===== src/rtl/mem_wb_skid_stage_if.sv =====
// mem_wb_skid_stage_if: upstream/downstream handshake and entry fields of the MEM/WB stage.
interface mem_wb_skid_stage_if #(
    parameter int XLEN      = 32,
    parameter int PAYLOAD_W = 96,
    parameter int RD_W      = 5
);
    logic                 flush;
    logic                 in_valid;
    logic                 in_ready;
    logic [XLEN-1:0]      in_pc;
    logic [31:0]          in_inst;
    logic [RD_W-1:0]      in_rd;
    logic                 in_wb_en;
    logic [1:0]           in_wb_sel;
    logic [PAYLOAD_W-1:0] in_payload;
    logic                 out_valid;
    logic                 out_ready;
    logic [XLEN-1:0]      out_pc;
    logic [XLEN-1:0]      out_pc_next;
    logic [31:0]          out_inst;
    logic [RD_W-1:0]      out_rd;
    logic                 out_wb_en;
    logic [1:0]           out_wb_sel;
    logic [PAYLOAD_W-1:0] out_payload;
    modport slave (
        input  flush, in_valid, in_pc, in_inst, in_rd, in_wb_en, in_wb_sel, in_payload, out_ready,
        output in_ready, out_valid, out_pc, out_pc_next, out_inst, out_rd, out_wb_en, out_wb_sel, out_payload
    );
    modport master (
        output flush, in_valid, in_pc, in_inst, in_rd, in_wb_en, in_wb_sel, in_payload, out_ready,
        input  in_ready, out_valid, out_pc, out_pc_next, out_inst, out_rd, out_wb_en, out_wb_sel, out_payload
    );
endinterface


===== src/rtl/mem_wb_skid_stage.sv =====
// mem_wb_skid_stage: MEM/WB boundary register with 2-entry skid buffer, flush and retire/stall counters.
module mem_wb_skid_stage #(
    parameter int XLEN      = 32,
    parameter int PAYLOAD_W = 96,
    parameter int RD_W      = 5,
    parameter int PC_INC    = 4,
    parameter int CNT_W     = 32
) (
    input  logic                 cpu_clk,
    input  logic                 reset_n,
    mem_wb_skid_stage_if.slave   bus,
    output logic [CNT_W-1:0]     retire_cnt,
    output logic [CNT_W-1:0]     stall_cnt
);
    localparam int E_W = XLEN + 32 + RD_W + 1 + 2 + PAYLOAD_W;
    logic [E_W-1:0]   main_q, main_d, skid_q, skid_d, in_e;
    logic             main_valid_q, main_valid_d, skid_valid_q, skid_valid_d;
    logic [CNT_W-1:0] retire_q, retire_d, stall_q, stall_d;
    logic             in_xfer, out_xfer, pop_skid, load_main, load_skid, held_wb_en;
    assign in_e = {bus.in_pc, bus.in_inst, bus.in_rd, bus.in_wb_en, bus.in_wb_sel, bus.in_payload};
    assign {bus.out_pc, bus.out_inst, bus.out_rd, held_wb_en, bus.out_wb_sel, bus.out_payload} = main_q;
    assign bus.in_ready    = !skid_valid_q;
    assign bus.out_valid   = main_valid_q;
    assign bus.out_wb_en   = held_wb_en & main_valid_q;
    assign bus.out_pc_next = bus.out_pc + XLEN'(PC_INC);
    assign retire_cnt      = retire_q;
    assign stall_cnt       = stall_q;
    // Flush wins: data registers hold their stale contents, only valid bits drop.
    always_comb begin
        in_xfer      = bus.in_valid & !skid_valid_q;
        out_xfer     = main_valid_q & bus.out_ready;
        pop_skid     = !bus.flush & out_xfer & skid_valid_q;
        load_main    = !bus.flush & in_xfer & (!main_valid_q | out_xfer);
        load_skid    = !bus.flush & in_xfer & main_valid_q & !out_xfer;
        main_d       = pop_skid ? skid_q : load_main ? in_e : main_q;
        skid_d       = load_skid ? in_e : skid_q;
        main_valid_d = !bus.flush & (pop_skid | load_main | (main_valid_q & !out_xfer));
        skid_valid_d = !bus.flush & (load_skid | (skid_valid_q & !out_xfer));
        retire_d     = retire_q + CNT_W'(out_xfer & ~&retire_q);
        stall_d      = stall_q + CNT_W'(main_valid_q & !bus.out_ready & ~&stall_q);
    end
    always_ff @(posedge cpu_clk or negedge reset_n) begin
        if (!reset_n) begin
            main_q       <= '0;
            skid_q       <= '0;
            main_valid_q <= 1'b0;
            skid_valid_q <= 1'b0;
            retire_q     <= '0;
            stall_q      <= '0;
        end else begin
            main_q       <= main_d;
            skid_q       <= skid_d;
            main_valid_q <= main_valid_d;
            skid_valid_q <= skid_valid_d;
            retire_q     <= retire_d;
            stall_q      <= stall_d;
        end
    end
endmodule


===== src/flat_wrapper.sv =====
// flat-port wrapper written by rule: the top's interface ports become plain ports
module mem_wb_skid_stage_flat 
#(
    parameter int XLEN      = 32,
    parameter int PAYLOAD_W = 96,
    parameter int RD_W      = 5,
    parameter int PC_INC    = 4,
    parameter int CNT_W     = 32
)
  (cpu_clk, reset_n, retire_cnt, stall_cnt, bus_flush, bus_in_valid, bus_in_pc, bus_in_inst, bus_in_rd, bus_in_wb_en, bus_in_wb_sel, bus_in_payload, bus_out_ready, bus_in_ready, bus_out_valid, bus_out_pc, bus_out_pc_next, bus_out_inst, bus_out_rd, bus_out_wb_en, bus_out_wb_sel, bus_out_payload);
  mem_wb_skid_stage_if #(.XLEN(XLEN), .PAYLOAD_W(PAYLOAD_W), .RD_W(RD_W)) bus_i ();
  input  logic cpu_clk;
  input  logic reset_n;
  output logic [CNT_W-1:0] retire_cnt;
  output logic [CNT_W-1:0] stall_cnt;
  input wire logic [$bits(bus_i.flush)-1:0] bus_flush;
  input wire logic [$bits(bus_i.in_valid)-1:0] bus_in_valid;
  input wire logic [$bits(bus_i.in_pc)-1:0] bus_in_pc;
  input wire logic [$bits(bus_i.in_inst)-1:0] bus_in_inst;
  input wire logic [$bits(bus_i.in_rd)-1:0] bus_in_rd;
  input wire logic [$bits(bus_i.in_wb_en)-1:0] bus_in_wb_en;
  input wire logic [$bits(bus_i.in_wb_sel)-1:0] bus_in_wb_sel;
  input wire logic [$bits(bus_i.in_payload)-1:0] bus_in_payload;
  input wire logic [$bits(bus_i.out_ready)-1:0] bus_out_ready;
  output wire logic [$bits(bus_i.in_ready)-1:0] bus_in_ready;
  output wire logic [$bits(bus_i.out_valid)-1:0] bus_out_valid;
  output wire logic [$bits(bus_i.out_pc)-1:0] bus_out_pc;
  output wire logic [$bits(bus_i.out_pc_next)-1:0] bus_out_pc_next;
  output wire logic [$bits(bus_i.out_inst)-1:0] bus_out_inst;
  output wire logic [$bits(bus_i.out_rd)-1:0] bus_out_rd;
  output wire logic [$bits(bus_i.out_wb_en)-1:0] bus_out_wb_en;
  output wire logic [$bits(bus_i.out_wb_sel)-1:0] bus_out_wb_sel;
  output wire logic [$bits(bus_i.out_payload)-1:0] bus_out_payload;
  assign bus_i.flush = bus_flush;
  assign bus_i.in_valid = bus_in_valid;
  assign bus_i.in_pc = bus_in_pc;
  assign bus_i.in_inst = bus_in_inst;
  assign bus_i.in_rd = bus_in_rd;
  assign bus_i.in_wb_en = bus_in_wb_en;
  assign bus_i.in_wb_sel = bus_in_wb_sel;
  assign bus_i.in_payload = bus_in_payload;
  assign bus_i.out_ready = bus_out_ready;
  assign bus_in_ready = bus_i.in_ready;
  assign bus_out_valid = bus_i.out_valid;
  assign bus_out_pc = bus_i.out_pc;
  assign bus_out_pc_next = bus_i.out_pc_next;
  assign bus_out_inst = bus_i.out_inst;
  assign bus_out_rd = bus_i.out_rd;
  assign bus_out_wb_en = bus_i.out_wb_en;
  assign bus_out_wb_sel = bus_i.out_wb_sel;
  assign bus_out_payload = bus_i.out_payload;
  mem_wb_skid_stage #(.XLEN(XLEN), .PAYLOAD_W(PAYLOAD_W), .RD_W(RD_W), .PC_INC(PC_INC), .CNT_W(CNT_W)) u_core (.cpu_clk(cpu_clk), .reset_n(reset_n), .bus(bus_i), .retire_cnt(retire_cnt), .stall_cnt(stall_cnt));
endmodule

===== config.mk =====
export PLATFORM = sky130hd
export DESIGN_NAME = mem_wb_skid_stage_flat
export DESIGN_NICKNAME = d
export VERILOG_FILES = /design/src/rtl/mem_wb_skid_stage_if.sv /design/src/rtl/mem_wb_skid_stage.sv /design/src/flat_wrapper.sv
export SDC_FILE = /design/constraint.sdc
export NUM_CORES = 1
export LEC_CHECK = 0
export CAP_MARGIN = 20
export CORE_MARGIN = 2
export CORE_UTILIZATION = 40
export DETAILED_ROUTE_END_ITERATION = 12
export DONT_BUFFER_PORTS = 1
export HOLD_SLACK_MARGIN = 0.1
export RECOVER_POWER = 25
export SLEW_MARGIN = 5
export SYNTH_ARGS = -nofsm -noshare
export SYNTH_HDL_FRONTEND = slang
export SYNTH_SLANG_ARGS = --single-unit

===== constraint.sdc =====
create_clock -name cpu_clk -period 2.8 [get_ports cpu_clk]
set_input_delay 0.7 -clock cpu_clk [delete_from_list [all_inputs] [get_ports cpu_clk]]
set_output_delay 0.7 -clock cpu_clk [all_outputs]
set_load 0.02 [all_outputs]

==> reports/qor.txt, run 1 <==
outcome -> finished, violations left
failing checks -> negative hold slack, negative setup slack
Pwr Total -> 16.8 mW
CP Max Fanout -> 4
Final period util -> 110%
Rows -> 80
CP arrival -> 2390 ps
Max-Slew Margin vs Limit -> 58.9%
RSZ-0062 raised after global routing -> true
sequential share of power -> 50.2%
Synth Warn # -> 0
Yosys reg bits -> 402
Crit Path Category -> reg -> out
drt via density -> 5.09
dominant synthesized flop cell -> dfrtp_1
largest net degree at the start of global routing -> 403
CTS H-tree lvls -> 2
syn avg cell area -> 12.0 sq um
Worst Setup End Kind -> primary output
TritonCTS Buffers -> 45
cell-internal power -> 11.9 mW
total grt overflow -> 0
Initial Utilization -> 40.4%
final setup vio count -> 18
Mapped Cells -> 1596
Startpoint Class -> flip-flop
met2 WL -> 20300 um
Die X -> 223 um
drt first pass iters -> 5
worst endpoint required time -> 2100 ps
via count -> 11.1k
wl on met1 -> 17800 um
Netlist cell types -> 36
Sw Share -> 29.5%
CTS max path bufs -> 3
non-filler cells, final -> 2175
DRT iter0 DRCs -> 658
most used cell along the critical path -> buf_4
reg2reg path depth -> 10
Sequential Area -> 10100 sq um
layout cells sized above 1 -> 25.3%
most frequent cells in the layout -> dfrtp_1, nor2_1, a21oi_1
dpl cell area -> 19400 sq um
Top Ports -> 439
worst r2r src -> u_core.retire_cnt[25]
Synth top area share -> 52.4%
most common cell after layout, fill and taps aside -> dfrtp_1
initial antenna violation count -> 0
Worst Tran Pin Value -> 617 ps
peak supply drop -> 0.409 mV
Post-synth EDFFs -> 0
Core Box Area -> 47500 sq um
cells along the critical path -> ha_2, and3_4, buf_4, or4b_4, nor3_2, xor2_1, buf_4
Leakage -> 10.5 nW
worst reg2reg setup slack -> 300 ps
RD Place Congestion -> 0.801
Power Dens Cells -> 805 nW/um^2
number of routed nets with antenna violations -> 0
Post-synth ARST share -> 100%
Hold Worst Slack -> -157 ps
CTS clock-pin slew for the worst setup and hold paths -> 60 ps
IO buf count -> 0
Fin Setup TNS -> -3340 ps
die extent in y -> 223 um
GRT Resource Usage Total -> 17.2%
Hold Fails Final Rpt -> 402
final clock skew -> 7.32 ps
TritonCTS clock tree -> done
post-layout util -> 43.9%
NetSw -> 4.96 mW
final period demand of the worst path -> 3090 ps
# fillers -> 4333
Synth area leader -> dfrtp_1
dpl cells -> 2095
full die area -> 49700 sq um
slowest CP cell -> or4b_4
Seq/Total Area, Yosys -> 52.4%
design area -> 20900 sq um
Highest Signal Layer -> met4
Worst Hold Class -> in -> async
post-DP HPWL -> 29300 um
maximum capacitance violations -> 0
Root Buffer -> clkbuf_16
number of global-route vias before repair -> 11.7k
clock latency on the worst-skew pair -> 550 ps
Final Worst Setup Slack -> -293 ps
Net Count, Synth -> 1774
combinational share of power -> 15.7%
CP max stage delay -> 510 ps
Max Slew Vio Count -> 0
diode count -> 0
CTS sink count -> 402
routed length on met3 -> 4230 um
area grow syn2layout -> 8.90%
Wirelength per Cell -> 19.9 um
first-pass GRT wire length -> 68200 um
power share of the clock group -> 34.1%
RR Endpoint -> u_core.retire_cnt[26]
synthesized area -> 19200 sq um
detailed-route DRC error count -> 0
# nets final -> 1707
final WL -> 43300 um
post-place setup slack -> 238 ps
area taken by multi-input logic gates -> 7460 sq um
Max Clk Rate -> 323 MHz
Area contributors post-synth -> dfrtp_1, mux2_4, mux2i_1, buf_4, a21oi_1
==> worst max path at each step <==
| stage | slack [ps] | start | end | cells past startpoint |
|---|---|---|---|---|
| floorplan | 100 | u_core.main_q[138] | bus_out_pc_next[30] | 6 |
| global placement | 260 | u_core.main_q[138] | bus_out_pc_next[30] | 7 |
| detailed placement | 240 | u_core.main_q[138] | bus_out_pc_next[30] | 7 |
| CTS | -360 | u_core.main_q[138] | bus_out_pc_next[30] | 7 |
| global route | -380 | u_core.main_q[139] | bus_out_pc_next[29] | 7 |
| finish | -290 | u_core.main_q[138] | bus_out_pc_next[24] | 7 |
==> cells by family after synthesis <==
family                   share of synthesized area (%)
AO/OA/AOI/OAI                                     4.56
XOR/XNOR                                          4.06
adder cells (fa/ha/maj)                          0.326
buffers and inverters                             9.20
flip-flops                                        52.4
multiplexers                                      21.0
AND/OR/NAND/NOR                                   8.44
==> cell usage after synthesis, types with 3 or more instances <==
master    number
nand3_1       31
and3_1        12
buf_6         15
mux2i_1      168
ha_1           5
nand4_1       39
a21oi_1      169
xnor2_1       69
nor2_1       185
and2_1         9
xor2_1        20
nand2_1       29
buf_4        170
nor3_2         3
dfrtp_1      402
buf_2         46
mux2_2        48
clkbuf_1      15
mux2_4       120
inv_1          8
and4_1         6
nor3_1         5
==> power by group through the flow <==
| stage | clock network, mW | logic, mW | registers [mW] |
|---|---|---|---|
| floorplan | 0 | 3.14 | 7.80 |
| global placement | 0 | 2.55 | 8.48 |
| detailed placement | 0 | 2.63 | 8.53 |
| CTS | 5.91 | 2.64 | 8.44 |
| global route | 6.13 | 2.90 | 8.60 |
| finish | 5.73 | 2.64 | 8.44 |
==> worst max-delay path: cells and delay by family, from the launching register on <==
kind,cells,cell delay (ps)
AND/OR/NAND/NOR,3,860
adder cells (fa/ha/maj),1,180
buffers and inverters,2,270
XOR/XNOR,1,170
flip-flops,1,350
==> registers in the layout (all words and copies together), names as in the netlist <==
signal                count
u_core.bus.out_valid      1
u_core.main_q           168
u_core.retire_cnt        32
u_core.skid_q           168
u_core.skid_valid_q       1
u_core.stall_cnt         32
==> cell type report <==
type / instances / share of cell area, %
Clock buffer: 66 / 6.20
Clock inverter: 12 / 0.575
Inverter: 8 / 0.144
Multi-Input combinational cell: 940 / 35.7
Sequential cell: 402 / 48.2
Tap cell: 615 / 3.68
Timing Repair Buffer: 132 / 5.52
==> what timing repair did <==
action	4_1_cts	5_1_grt
pin swaps	1	4
buffers inserted	1	1
gates resized for setup	2	12
cloned	0	1
hold endpoints to repair	402	402
endpoints found under the setup margin	21	24
==> routing by layer <==
layer / track usage [%] / up-vias
li1: - / 5218
met1: 21.1 / 5463
met2: 27.6 / 329
met3: 7.28 / 62
met4: 5.30 / 0
met5: 0 / -
No activity file was read; power rests on OpenSTA's default activity.
==> run 2: changes to the inputs <==
--- a/config.mk
+++ b/config.mk
@@ -10,7 +10,7 @@
 export CORE_UTILIZATION = 40
 export DETAILED_ROUTE_END_ITERATION = 12
 export DONT_BUFFER_PORTS = 1
-export HOLD_SLACK_MARGIN = 0.1
+export HOLD_SLACK_MARGIN = 0.08
 export RECOVER_POWER = 25
 export SLEW_MARGIN = 5
 export SYNTH_ARGS = -nofsm -noshare
==> results of run 2 <==
Same layout as run 1: the final DEF is identical, and so are final timing and power.
